## src/rtl/vga_timing_gen_if.sv

```systemverilog
// rtl/vga_timing_gen_if.sv - raster bus between the timing generator and draw stages
interface vga_if;
  logic [10:0] hcount;
  logic [10:0] vcount;
  logic        hsync;
  logic        vsync;
  logic        hblnk;
  logic        vblnk;
  logic [11:0] rgb;

  modport out (output hcount, vcount, hsync, vsync, hblnk, vblnk, rgb);
  modport in  (input  hcount, vcount, hsync, vsync, hblnk, vblnk, rgb);
endinterface

```

## src/rtl/vga_timing_gen.sv

```systemverilog
// rtl/vga_timing_gen.sv - free-running raster counter with blanking, sync and line/frame strobes
module vga_timing_gen #(
  parameter int H_VISIBLE    = 800,
  parameter int H_SYNC_START = 840,
  parameter int H_SYNC_END   = 968,
  parameter int H_TOTAL      = 1056,
  parameter int V_VISIBLE    = 600,
  parameter int V_SYNC_START = 601,
  parameter int V_SYNC_END   = 605,
  parameter int V_TOTAL      = 628
) (
  input  logic clk,
  input  logic rst,
  vga_if.out   vga_out,
  output logic line_start,
  output logic frame_start
);

  generate
    if (!(H_VISIBLE > 0 && H_VISIBLE < H_SYNC_START && H_SYNC_START < H_SYNC_END &&
          H_SYNC_END <= H_TOTAL && H_TOTAL <= 2048 &&
          V_VISIBLE > 0 && V_VISIBLE < V_SYNC_START && V_SYNC_START < V_SYNC_END &&
          V_SYNC_END <= V_TOTAL && V_TOTAL <= 2048)) begin : g_bad_params
      $fatal(1, "vga_timing_gen: inconsistent timing parameters");
    end
  endgenerate

  localparam logic [10:0] H_LAST = 11'(H_TOTAL - 1);
  localparam logic [10:0] V_LAST = 11'(V_TOTAL - 1);
  localparam logic [10:0] H_VIS  = 11'(H_VISIBLE);
  localparam logic [10:0] H_SS   = 11'(H_SYNC_START);
  localparam logic [10:0] H_SE   = 11'(H_SYNC_END);
  localparam logic [10:0] V_VIS  = 11'(V_VISIBLE);
  localparam logic [10:0] V_SS   = 11'(V_SYNC_START);
  localparam logic [10:0] V_SE   = 11'(V_SYNC_END);

  logic        run_q;
  logic [10:0] h_q, v_q, h_next, v_next;
  logic        hsync_q, vsync_q, hblnk_q, vblnk_q;
  logic [11:0] rgb_q;

  // run_q holds the counters at (0,0) for the first edge after reset
  always_comb begin
    h_next = '0;
    v_next = '0;
    if (run_q) begin
      if (h_q == H_LAST) begin
        h_next = '0;
        v_next = (v_q == V_LAST) ? 11'd0 : 11'(v_q + 11'd1);
      end else begin
        h_next = 11'(h_q + 11'd1);
        v_next = v_q;
      end
    end
  end

  // Flags decode the next counter values so every field lands on the same pixel
  always_ff @(posedge clk) begin
    if (rst) begin
      run_q       <= 1'b0;
      h_q         <= '0;
      v_q         <= '0;
      hsync_q     <= 1'b0;
      vsync_q     <= 1'b0;
      hblnk_q     <= 1'b0;
      vblnk_q     <= 1'b0;
      rgb_q       <= 12'h000;
      line_start  <= 1'b0;
      frame_start <= 1'b0;
    end else begin
      run_q       <= 1'b1;
      h_q         <= h_next;
      v_q         <= v_next;
      hblnk_q     <= (h_next >= H_VIS);
      hsync_q     <= (h_next >= H_SS) && (h_next < H_SE);
      vblnk_q     <= (v_next >= V_VIS);
      vsync_q     <= (v_next >= V_SS) && (v_next < V_SE);
      rgb_q       <= 12'h000;
      line_start  <= (h_next == 11'd0);
      frame_start <= (h_next == 11'd0) && (v_next == 11'd0);
    end
  end

  assign vga_out.hcount = h_q;
  assign vga_out.vcount = v_q;
  assign vga_out.hsync  = hsync_q;
  assign vga_out.vsync  = vsync_q;
  assign vga_out.hblnk  = hblnk_q;
  assign vga_out.vblnk  = vblnk_q;
  assign vga_out.rgb    = rgb_q;

endmodule

```

## src/flat_wrapper.sv

```systemverilog
// flat-port wrapper written by rule: the top's interface ports become plain ports
module vga_timing_gen_flat 
#(
  parameter int H_VISIBLE    = 800,
  parameter int H_SYNC_START = 840,
  parameter int H_SYNC_END   = 968,
  parameter int H_TOTAL      = 1056,
  parameter int V_VISIBLE    = 600,
  parameter int V_SYNC_START = 601,
  parameter int V_SYNC_END   = 605,
  parameter int V_TOTAL      = 628
)
  (clk, rst, line_start, frame_start, vga_out_hcount, vga_out_vcount, vga_out_hsync, vga_out_vsync, vga_out_hblnk, vga_out_vblnk, vga_out_rgb);
  vga_if vga_out_i ();
  input  logic clk;
  input  logic rst;
  output logic line_start;
  output logic frame_start;
  output wire logic [$bits(vga_out_i.hcount)-1:0] vga_out_hcount;
  output wire logic [$bits(vga_out_i.vcount)-1:0] vga_out_vcount;
  output wire logic [$bits(vga_out_i.hsync)-1:0] vga_out_hsync;
  output wire logic [$bits(vga_out_i.vsync)-1:0] vga_out_vsync;
  output wire logic [$bits(vga_out_i.hblnk)-1:0] vga_out_hblnk;
  output wire logic [$bits(vga_out_i.vblnk)-1:0] vga_out_vblnk;
  output wire logic [$bits(vga_out_i.rgb)-1:0] vga_out_rgb;
  assign vga_out_hcount = vga_out_i.hcount;
  assign vga_out_vcount = vga_out_i.vcount;
  assign vga_out_hsync = vga_out_i.hsync;
  assign vga_out_vsync = vga_out_i.vsync;
  assign vga_out_hblnk = vga_out_i.hblnk;
  assign vga_out_vblnk = vga_out_i.vblnk;
  assign vga_out_rgb = vga_out_i.rgb;
  vga_timing_gen #(.H_VISIBLE(H_VISIBLE), .H_SYNC_START(H_SYNC_START), .H_SYNC_END(H_SYNC_END), .H_TOTAL(H_TOTAL), .V_VISIBLE(V_VISIBLE), .V_SYNC_START(V_SYNC_START), .V_SYNC_END(V_SYNC_END), .V_TOTAL(V_TOTAL)) u_core (.clk(clk), .rst(rst), .vga_out(vga_out_i), .line_start(line_start), .frame_start(frame_start));
endmodule
```

## config.mk

```make
export PLATFORM = sky130hd
export DESIGN_NAME = vga_timing_gen_flat
export DESIGN_NICKNAME = d
export VERILOG_FILES = /design/src/rtl/vga_timing_gen_if.sv /design/src/rtl/vga_timing_gen.sv /design/src/flat_wrapper.sv
export SDC_FILE = /design/constraint.sdc
export NUM_CORES = 1
export LEC_CHECK = 0
export BUFFER_PORTS_ARGS = -buffer_cell sky130_fd_sc_hd__buf_2
export CAP_MARGIN = 20
export CORE_MARGIN = 5
export CORE_UTILIZATION = 38
export CTS_BUF_LIST = sky130_fd_sc_hd__clkbuf_2 sky130_fd_sc_hd__clkbuf_4 sky130_fd_sc_hd__clkbuf_8
export CTS_CLUSTER_DIAMETER = 40
export DETAILED_ROUTE_END_ITERATION = 12
export HOLD_SLACK_MARGIN = 0.06
export PLACE_DENSITY_LB_ADDON = 0.25
export SLEW_MARGIN = 10
export SYNTH_ARGS = -nofsm -noshare
export SYNTH_HDL_FRONTEND = slang
export SYNTH_SLANG_ARGS = --single-unit
```

## constraint.sdc

```tcl
create_clock -name clk -period 2.5 [get_ports clk]
set_input_delay 0.375 -clock clk [delete_from_list [all_inputs] [get_ports clk]]
set_output_delay 0.375 -clock clk [all_outputs]
set_load 0.03 [all_outputs]
```

==> results of run 1 <==
[report_power, final]
part / total, mW / internal [mW] / switching, mW
Sequential: 0.469 / 0.467 / 0.00189
Combinational: 0.0634 / 0.0122 / 0.0512
Clock: 0.400 / 0.229 / 0.171
[worst reg2reg max path, cell delays in order (launching register included)]
cell and delay, ns:
dfxtp_1 0.36, ha_1 0.21, and4_4 0.28, buf_4 0.16
nand3_2 0.15, or3_1 0.39, a21o_1 0.22, nor4_2 0.31
o211a_1 0.19
[cell families (layout without fill, tap and decap cells)]
kind of cell	after synthesis	count (layout)	share of synthesized area, %
simple gates	101	101	32.3
other cells	1	12	0.216
mux	4	4	2.59
buf+inv	28	55	10.2
compound gates	25	25	10.2
fa+ha+maj	2	2	1.44
flops	29	29	33.4
xor+xnor	19	19	9.58
[layout make-up]
type	instances	area (sq um)	share of cell area, %
Tap cell	52	65.1	3.21
Clock buffer	7	90.1	4.45
Sequential cell	29	581	28.7
Inverter	7	26.3	1.30
Multi-Input combinational cell	163	1030	50.8
Timing Repair Buffer	41	235	11.6
[metal layers]
| metal | wire [um] | part of all wire [%] |
|---|---|---|
| met2 | 1980 | 49 |
| met1 | 1780 | 44 |
| met4 | 51 | 1.3 |
| met3 | 210 | 5.2 |
| met5 | 0 | 0 |
[metrics by stage]
stage,setup WS (ns),std cells
after floorplan,0.0525,220
after global placement,0.218,292
after detailed placement,0.100,292
after CTS,0.0626,299
after global routing,0.00358,299
final,0.156,299
[registers in the layout (all words and copies together) (netlist names)]
| signal | count |
|---|---|
| u_core.vga_out.hcount | 11 |
| u_core.vga_out.vcount | 11 |
| u_core.frame_start | 1 |
| u_core.line_start | 1 |
| u_core.run_q | 1 |
| u_core.vga_out.hblnk | 1 |
| u_core.vga_out.hsync | 1 |
| u_core.vga_out.vblnk | 1 |
| u_core.vga_out.vsync | 1 |
[worst max-delay path by stage]
stage	start	to	slack, ns	cells past startpoint
CTS	u_core.vga_out.hcount[1]	u_core.vga_out.vsync	0.06	8
finish	u_core.vga_out.hcount[1]	u_core.vga_out.vsync	0.16	8
detailed placement	u_core.vga_out.hcount[1]	u_core.vga_out.vblnk	0.10	8
global route	u_core.vga_out.hcount[1]	u_core.frame_start	0.004	9
floorplan	u_core.vga_out.hcount[0]	u_core.vga_out.vblnk	0.05	8
global placement	u_core.vga_out.hcount[1]	u_core.vga_out.vblnk	0.22	8
[cells in the final DEF, fill, tap and decap left out, types with 2 or more instances in the layout]
cell	instances
a21oi_1	4
and3_1	3
buf_2	29
buf_4	12
clkbuf_8	6
conb_1	12
dfxtp_1	29
ha_1	2
inv_1	7
mux2i_1	3
nand2_1	18
nand2b_1	2
nand3_1	13
nand4_1	9
nor2_1	31
nor2b_1	2
nor3_1	6
nor4b_1	2
o21ai_0	6
or3_1	2
xnor2_1	11
xor2_1	7
[repair_timing]
item,CTS,global route
gates resized for setup,0,2
hold endpoints to repair,0,0
endpoints found under the setup margin,0,3
buffers inserted,0,0
==> results_dict.tcl, run 1 <==
set metrics [dict create \
    die_h_um 77.6 \
    synth_edf_count 0 \
    worst_setup_path_start_kind "flop" \
    path_clk_slew_ns 0.06 \
    p_total_uw 932 \
    final.fill_count 452 \
    critPathArrivalTime_ns 2.56 \
    finalCritPeriodShare_pct 93.8 \
    post-route-util_pct 46.2 \
    fmax_mhz 427 \
    grt_pass1_vias 1530 \
    drv_cap 0 \
    p_per_area_nw_per_um2 460 \
    whs_path_depth 2 \
    fin_worst_skew_ns 0.00514 \
    synthDistinctLibCells 52 \
    place_area_sq_um 1930 \
    synth_area_leader_cell "dfxtp_1" \
    critical_path_class "flop to flop" \
    root_buffer "clkbuf_8" \
    core-area_sq_um 4380 \
    reg2reg_slack_ns 0.16 \
    grt_antenna_before_repair 0 \
    die_x_um 77.6 \
    use_met2_pct 24.0 \
    wl_per_cell_um 13.4 \
    finalNetCount 251 \
    grt_max_degree 17 \
    hold_ws_ns 0.428 \
    insertion_delay_ns 0.28 \
    crit_family "simple AND/OR/NAND/NOR gates" \
    r2r_cells 8 \
    syn_area_sq_um 1740 \
    finalSetupViolCount 0 \
    outcome "completed" \
    ant_nets 0 \
    syn_to_final_growth_pct 16.6 \
    grt.overflow.total 0 \
    gr-usage-met1_pct 16.7 \
    place.gp.congestion 0.827 \
    grtUsageTotal_pct 14.0 \
    final_area_sq_um 2030 \
    r2r_start "u_core.vga_out.hcount[1]" \
    r2r_end "u_core.vga_out.vsync" \
    vias 1518 \
    route.detailed.drc 0 \
    synth_area_leaders "dfxtp_1 (33%), nor2_1 (6.7%), xnor2_1 (5.5%)" \
    synth_commonest_cells "nor2_1 (31), dfxtp_1 (29), nand2_1 (18)" \
    yosysWarnings 0 \
    diodes 0 \
    initial_utilization_pct 39.6 \
    synth.most_common_cell "nor2_1" \
    critPathMaxFanout 8 \
    crit_buf_inv 1 \
    cts_tree "yes" \
    clkSinkCount 29 \
    cts.path.max_buffers 2 \
    die-area_sq_um 6030 \
    top_usage_layer "met2" \
    met3_usage_pct 3.70 \
    io_pins 42 \
    peakVddDrop_mv 0.256 \
    holdPathEnd "u_core.vga_out.hcount[8]" \
    async_reset_ff_share_pct 0 \
    drv_slew 0 \
    crit_required_ns 2.72 \
    cts_made_buffers 5 \
    rows 24 \
    drt-total-wl_um 4020 \
    hp-start "rst" \
    cts_max_level 2 \
    hold_viol 0 \
    ys_ff_latch 29 \
    rsz0062_at_grt "no" \
    synth_top_area_share_pct 33.4 \
    fin_crit_ns 2.34 \
    syn_avg_cell_area_sq_um 8.32 \
    synth_ff_type "dfxtp_1" \
    dp_hpwl_um 3150 \
    crit_path_end_kind "flop" \
    hold_path_class "primary input to flop" \
    viasPerCell 5.08 \
    io_buffers 29 \
    netlist_instances 209 \
    ys_seq_area_share_pct 33.4 \
    dr.pass1.iters 4 \
    hold_buffers 0 \
    path_cells "ha_1 > and4_4 > buf_4 > nand3_2 > or3_1 > a21o_1 > nor4_2 > o211a_1" \
    slowest_delay_ns 0.39 \
    drive_gt1_share_pct 24.7 \
    p_leak_nw 0.901 \
    grt_pass1_wl_um 6980 \
    cp_slowest_cell "or3_1" \
    drtIter0Drc 54 \
    tns_ns 0 \
]
No activity file was read; power rests on OpenSTA's default activity.
==> run 2: changes to the inputs <==
--- a/config.mk
+++ b/config.mk
@@ -7,6 +7,7 @@
 export LEC_CHECK = 0
 export BUFFER_PORTS_ARGS = -buffer_cell sky130_fd_sc_hd__buf_2
 export CAP_MARGIN = 20
+export CORE_ASPECT_RATIO = 0.7
 export CORE_MARGIN = 5
 export CORE_UTILIZATION = 38
 export CTS_BUF_LIST = sky130_fd_sc_hd__clkbuf_2 sky130_fd_sc_hd__clkbuf_4 sky130_fd_sc_hd__clkbuf_8
==> results_dict.tcl, run 2 (synthesis gave the netlist of run 1 again) <==
set metrics [dict create \
    max_slew.worst_pin.slew_ns 0.608 \
    p_total_uw 916 \
    crit_family "simple AND/OR/NAND/NOR gates" \
    clkSinkCount 29 \
    die-area_sq_um 6050 \
    setup_slack_ns 0.127 \
    die_x_um 90.8 \
    grt_pass1_wl_um 6830 \
    drt-total-wl_um 4270 \
    r2r_end "u_core.vga_out.vsync" \
    grt_pass1_vias 1350 \
    r2r_cells 9 \
    hold_ws_ns 0.409 \
    grtUsageTotal_pct 14.4 \
    slowest_delay_ns 0.57 \
    final.fill_count 447 \
    diodes 0 \
    syn_to_final_growth_pct 19.3 \
    insertion_delay_ns 0.29 \
    cts_max_level 2 \
    hold_viol 0 \
    p_per_area_nw_per_um2 442 \
    holdPathEnd "u_core.vga_out.hcount[7]" \
    cts_tree "yes" \
    outcome "completed" \
    reg2reg_slack_ns 0.13 \
    wl_per_cell_um 13.9 \
    rows 20 \
    drive_gt1_share_pct 27.7 \
    place.gp.congestion 0.892 \
    initial_utilization_pct 39.7 \
    cp_slowest_cell "or4b_1" \
    root_buffer "clkbuf_8" \
    relSlewSlack_pct 59.4 \
    io_buffers 29 \
    grt.overflow.total 0 \
    crit_path_end_kind "flop" \
    grt_antenna_before_repair 0 \
    critPathMaxFanout 8 \
    grt_max_degree 18 \
    path_cells "ha_2 > and4_4 > nand2_1 > or4b_1 > xor2_2 > buf_4 > nor2_1 > a311oi_2 > o211a_1" \
    finalCritPeriodShare_pct 94.9 \
    crit_required_ns 2.68 \
    finalNetCount 256 \
    drtIter0Drc 159 \
    die_h_um 66.6 \
    critical_path_class "flop to flop" \
    dp_hpwl_um 3150 \
    drv_cap 0 \
    cts.path.max_buffers 2 \
    peakVddDrop_mv 0.211 \
    cts_made_buffers 5 \
    critPathArrivalTime_ns 2.55 \
    pre_cts_ws_ns 0.0650 \
    fin_worst_skew_ns 0.00488 \
    rsz0062_at_grt "no" \
    dpl.cell_count 293 \
    hold_path_class "primary input to flop" \
    drv_slew 0 \
    fmax_mhz 421 \
    r2r_start "u_core.vga_out.hcount[1]" \
    p_leak_nw 0.929 \
    whs_path_depth 2 \
    ant_nets 0 \
    path_clk_slew_ns 0.06 \
    hp-start "rst" \
    viasPerCell 5.00 \
    tns_ns 0 \
    fin_crit_ns 2.37 \
    crit_buf_inv 1 \
    dr.pass1.iters 4 \
    stdcell_count 308 \
    worst_setup_path_start_kind "flop" \
    route.detailed.drc 0 \
    finalSetupViolCount 0 \
    io_pins 42 \
    final_cell_mix "nor2_1 (31), buf_2 (29), dfxtp_1 (28)" \
    core-area_sq_um 4380 \
    hold_buffers 0 \
    vias 1539 \
    final_common_cell "nor2_1" \
]
[run 2: cell types whose count changed in the layout (fill, tap and decap cells not counted), sizes merged]
| cell | delta |
|---|---|
| buf | +5 |
| clkbuf | -1 |
| clkinv | +2 |
[run 2: what timing repair did]
action                                  4_1_cts  5_1_grt
resized for setup                             0        4
setup buffers                                 0        7
endpoints found under the setup margin        0        3
[run 2: area by class of cell]
| cell class | count | area [sq um] | share of cell area (%) |
|---|---|---|---|
| multi-input combinational | 163 | 1040 | 50.0 |
| clock buffer | 6 | 76.3 | 3.68 |
| timing repair buffer | 46 | 273 | 13.2 |
| tap | 55 | 68.8 | 3.32 |
| inverter | 7 | 26.3 | 1.27 |
| clock inverter | 2 | 10.0 | 0.483 |
| sequential | 29 | 582 | 28.1 |
[run 2: routing by layer]
layer	part of all wire, %	wire length, um	up-vias	global-route usage (%)
met3	8.2	350	5	4.51
met2	39	1680	53	18.8
met5	0	0	-	0
met4	1.2	51	0	6.04
met1	51	2190	692	21.3
li1	-	-	789	-
[run 2: stage by stage]
stage / util (%) / cell area [sq um]
after floorplan: - / 1780
after global placement: 43.8 / 1920
after detailed placement: 43.8 / 1920
after CTS: 45.7 / 2000
after global routing: 47.3 / 2070
final: 47.3 / 2070
[run 2: worst max-delay path by stage]
stage / from / endpoint / slack (ns) / cells after the start
4_1_cts: u_core.vga_out.hcount[1] / u_core.vga_out.vsync / 0.04 / 8
5_1_grt: u_core.vga_out.hcount[1] / u_core.vga_out.vblnk / 0.03 / 9
3_5_place_dp: u_core.vga_out.hcount[1] / u_core.vga_out.vblnk / 0.06 / 8
3_3_place_gp: u_core.vga_out.hcount[1] / u_core.vga_out.vblnk / 0.13 / 8
2_1_floorplan: u_core.vga_out.hcount[0] / u_core.vga_out.vblnk / 0.05 / 8
6_report: u_core.vga_out.hcount[1] / u_core.vga_out.vsync / 0.13 / 9
[run 2: report_power, final]
group          leakage [nW]  internal [mW]  switching, mW
Clock                0.0484          0.203          0.180
Sequential            0.235          0.467        0.00573
Combinational         0.645         0.0115         0.0481
Total                 0.929          0.682          0.234
==> run 3: changes to the inputs <==
--- a/config.mk
+++ b/config.mk
@@ -13,6 +13,7 @@
 export CTS_BUF_LIST = sky130_fd_sc_hd__clkbuf_2 sky130_fd_sc_hd__clkbuf_4 sky130_fd_sc_hd__clkbuf_8
 export CTS_CLUSTER_DIAMETER = 40
 export DETAILED_ROUTE_END_ITERATION = 12
+export GPL_TIMING_DRIVEN = 0
 export HOLD_SLACK_MARGIN = 0.06
 export PLACE_DENSITY_LB_ADDON = 0.25
 export SLEW_MARGIN = 10
==> results_dict.tcl, run 3 (synthesis gave the netlist of run 1 again) <==
set metrics [dict create \
    multi_input_area_sq_um 1060 \
    cts_tree "yes" \
    vias 1602 \
    clkSinkCount 29 \
    hold_path_class "primary input to flop" \
    drive_gt1_share_pct 29.1 \
    dp_hpwl_um 3250 \
    grt.overflow.total 0 \
    final_cell_mix "buf_2 (32), nor2_1 (31), dfxtp_1 (28)" \
    finalCritPeriodShare_pct 96.1 \
    path_cells "ha_4 > and4_4 > nand2_1 > or4b_1 > xor2_2 > nor2_1 > a311oi_2 > o211a_1" \
    peakVddDrop_mv 0.284 \
    place.gp.congestion 0.836 \
    io_pins 42 \
    hold_buffers 0 \
    ant_nets 0 \
    worst_setup_path_start_kind "flop" \
    drtIter0Drc 128 \
    syn_to_final_growth_pct 22.7 \
    path_clk_slew_ns 0.06 \
    die_x_um 90.8 \
    post-route-util_pct 48.7 \
    drt-total-wl_um 4200 \
    die-area_sq_um 6050 \
    crit_path_end_kind "flop" \
    hold_viol 0 \
    cts.path.max_buffers 2 \
    grt_antenna_before_repair 0 \
    grt_pass1_wl_um 7000 \
    wl_per_cell_um 13.4 \
    diodes 0 \
    final-seq-area_sq_um 582 \
    critical_path_class "flop to flop" \
    critPathMaxFanout 4 \
    cts_max_level 2 \
    pre_cts_ws_ns -0.0636 \
    grt_pass1_vias 1445 \
    dr.pass1.iters 4 \
    p_per_area_nw_per_um2 442 \
    insertion_delay_ns 0.28 \
    final.fill_count 442 \
    fin_worst_skew_ns 0.00526 \
    crit_family "simple AND/OR/NAND/NOR gates" \
    setup_slack_ns 0.0985 \
    final_common_cell "buf_2" \
    viasPerCell 5.12 \
    io_buffers 29 \
    rsz0062_at_grt "no" \
    relSlewSlack_pct 66.4 \
    finalNetCount 261 \
    p_leak_nw 0.947 \
    rows 20 \
    slowest_delay_ns 0.56 \
    grt_max_degree 11 \
    core-area_sq_um 4380 \
    cts_made_buffers 5 \
    drv_cap 0 \
    drv_slew 0 \
    critPathArrivalTime_ns 2.61 \
    fin_crit_ns 2.40 \
    finalSetupViolCount 0 \
    root_buffer "clkbuf_8" \
    crit_required_ns 2.71 \
    cp_slowest_cell "or4b_1" \
    crit_buf_inv 0 \
    die_h_um 66.6 \
    route.detailed.drc 0 \
    outcome "completed" \
    initial_utilization_pct 39.7 \
    max_slew.worst_pin.slew_ns 0.504 \
    fmax_mhz 416 \
    grtUsageTotal_pct 14.5 \
]
run 3: changes by cell type in the layout (fill, tap and decap cells not counted), sizes merged:
cell / change
clkinv: -2
clkbuf: +6
buf: +1
run 3: power breakdown:
part | switching (mW) | leakage [nW] | internal, mW
Clock | 0.165 | 0.0498 | 0.230
Combinational | 0.0538 | 0.663 | 0.0225
Sequential | 0.00326 | 0.235 | 0.467
Total | 0.222 | 0.947 | 0.719
run 3: metal layers:
layer  global-route usage (%)  up-vias  wire length, um
li1                         -      807                -
met1                     21.0      744             2120
met2                     20.5       46             1760
met3                     4.85        5              283
met4                     3.30        0               29
met5                        0        -                0
run 3: cell type report:
cell class	instances	area share [%]
well taps	55	3.23
plain buffers	21	7.16
flip-flops and latches	29	27.3
clock buffers	8	4.28
multi-input cells	163	49.6
inverters	7	1.23
repair buffers	30	7.16
run 3: worst paths after layout:
kind / from / endpoint / slack, ns / cells past startpoint
setup / recovery: u_core.vga_out.hcount[1] / u_core.vga_out.vsync / 0.1 / 8
hold / removal: rst / u_core.run_q / 0.35 / 2
setup reg to reg: u_core.vga_out.hcount[1] / u_core.vga_out.vsync / 0.1 / 8
hold reg to reg: u_core.vga_out.hcount[0] / u_core.vga_out.hcount[0] / 0.48 / 1
run 3: what timing repair did:
item / in CTS / in global routing
setup endpoints to repair: 2 / 3
pin swaps: 1 / 1
gates resized for setup: 4 / 8
setup buffers: 1 / 0
run 3: per-stage QoR:
step                      total power [mW]  hold slack (ns)  area, sq um  instances  TNS [ns]
after floorplan                      0.541            0.476         1780        220         0
after global placement               0.553            0.472         1990        304    -0.115
after detailed placement             0.554            0.479         1990        304   -0.0861
after CTS                            0.950            0.348         2100        313         0
after global routing                 0.975            0.371         2130        313         0
final                                0.941            0.350         2130        313         0
run 3: worst register-to-register path, stage by stage, from the launching register on:
cell and delay, ns:
dfxtp_1 0.40, ha_4 0.17, and4_4 0.25, nand2_1 0.08
or4b_1 0.57, xor2_2 0.23, nor2_1 0.09, a311oi_2 0.33
o211a_1 0.21
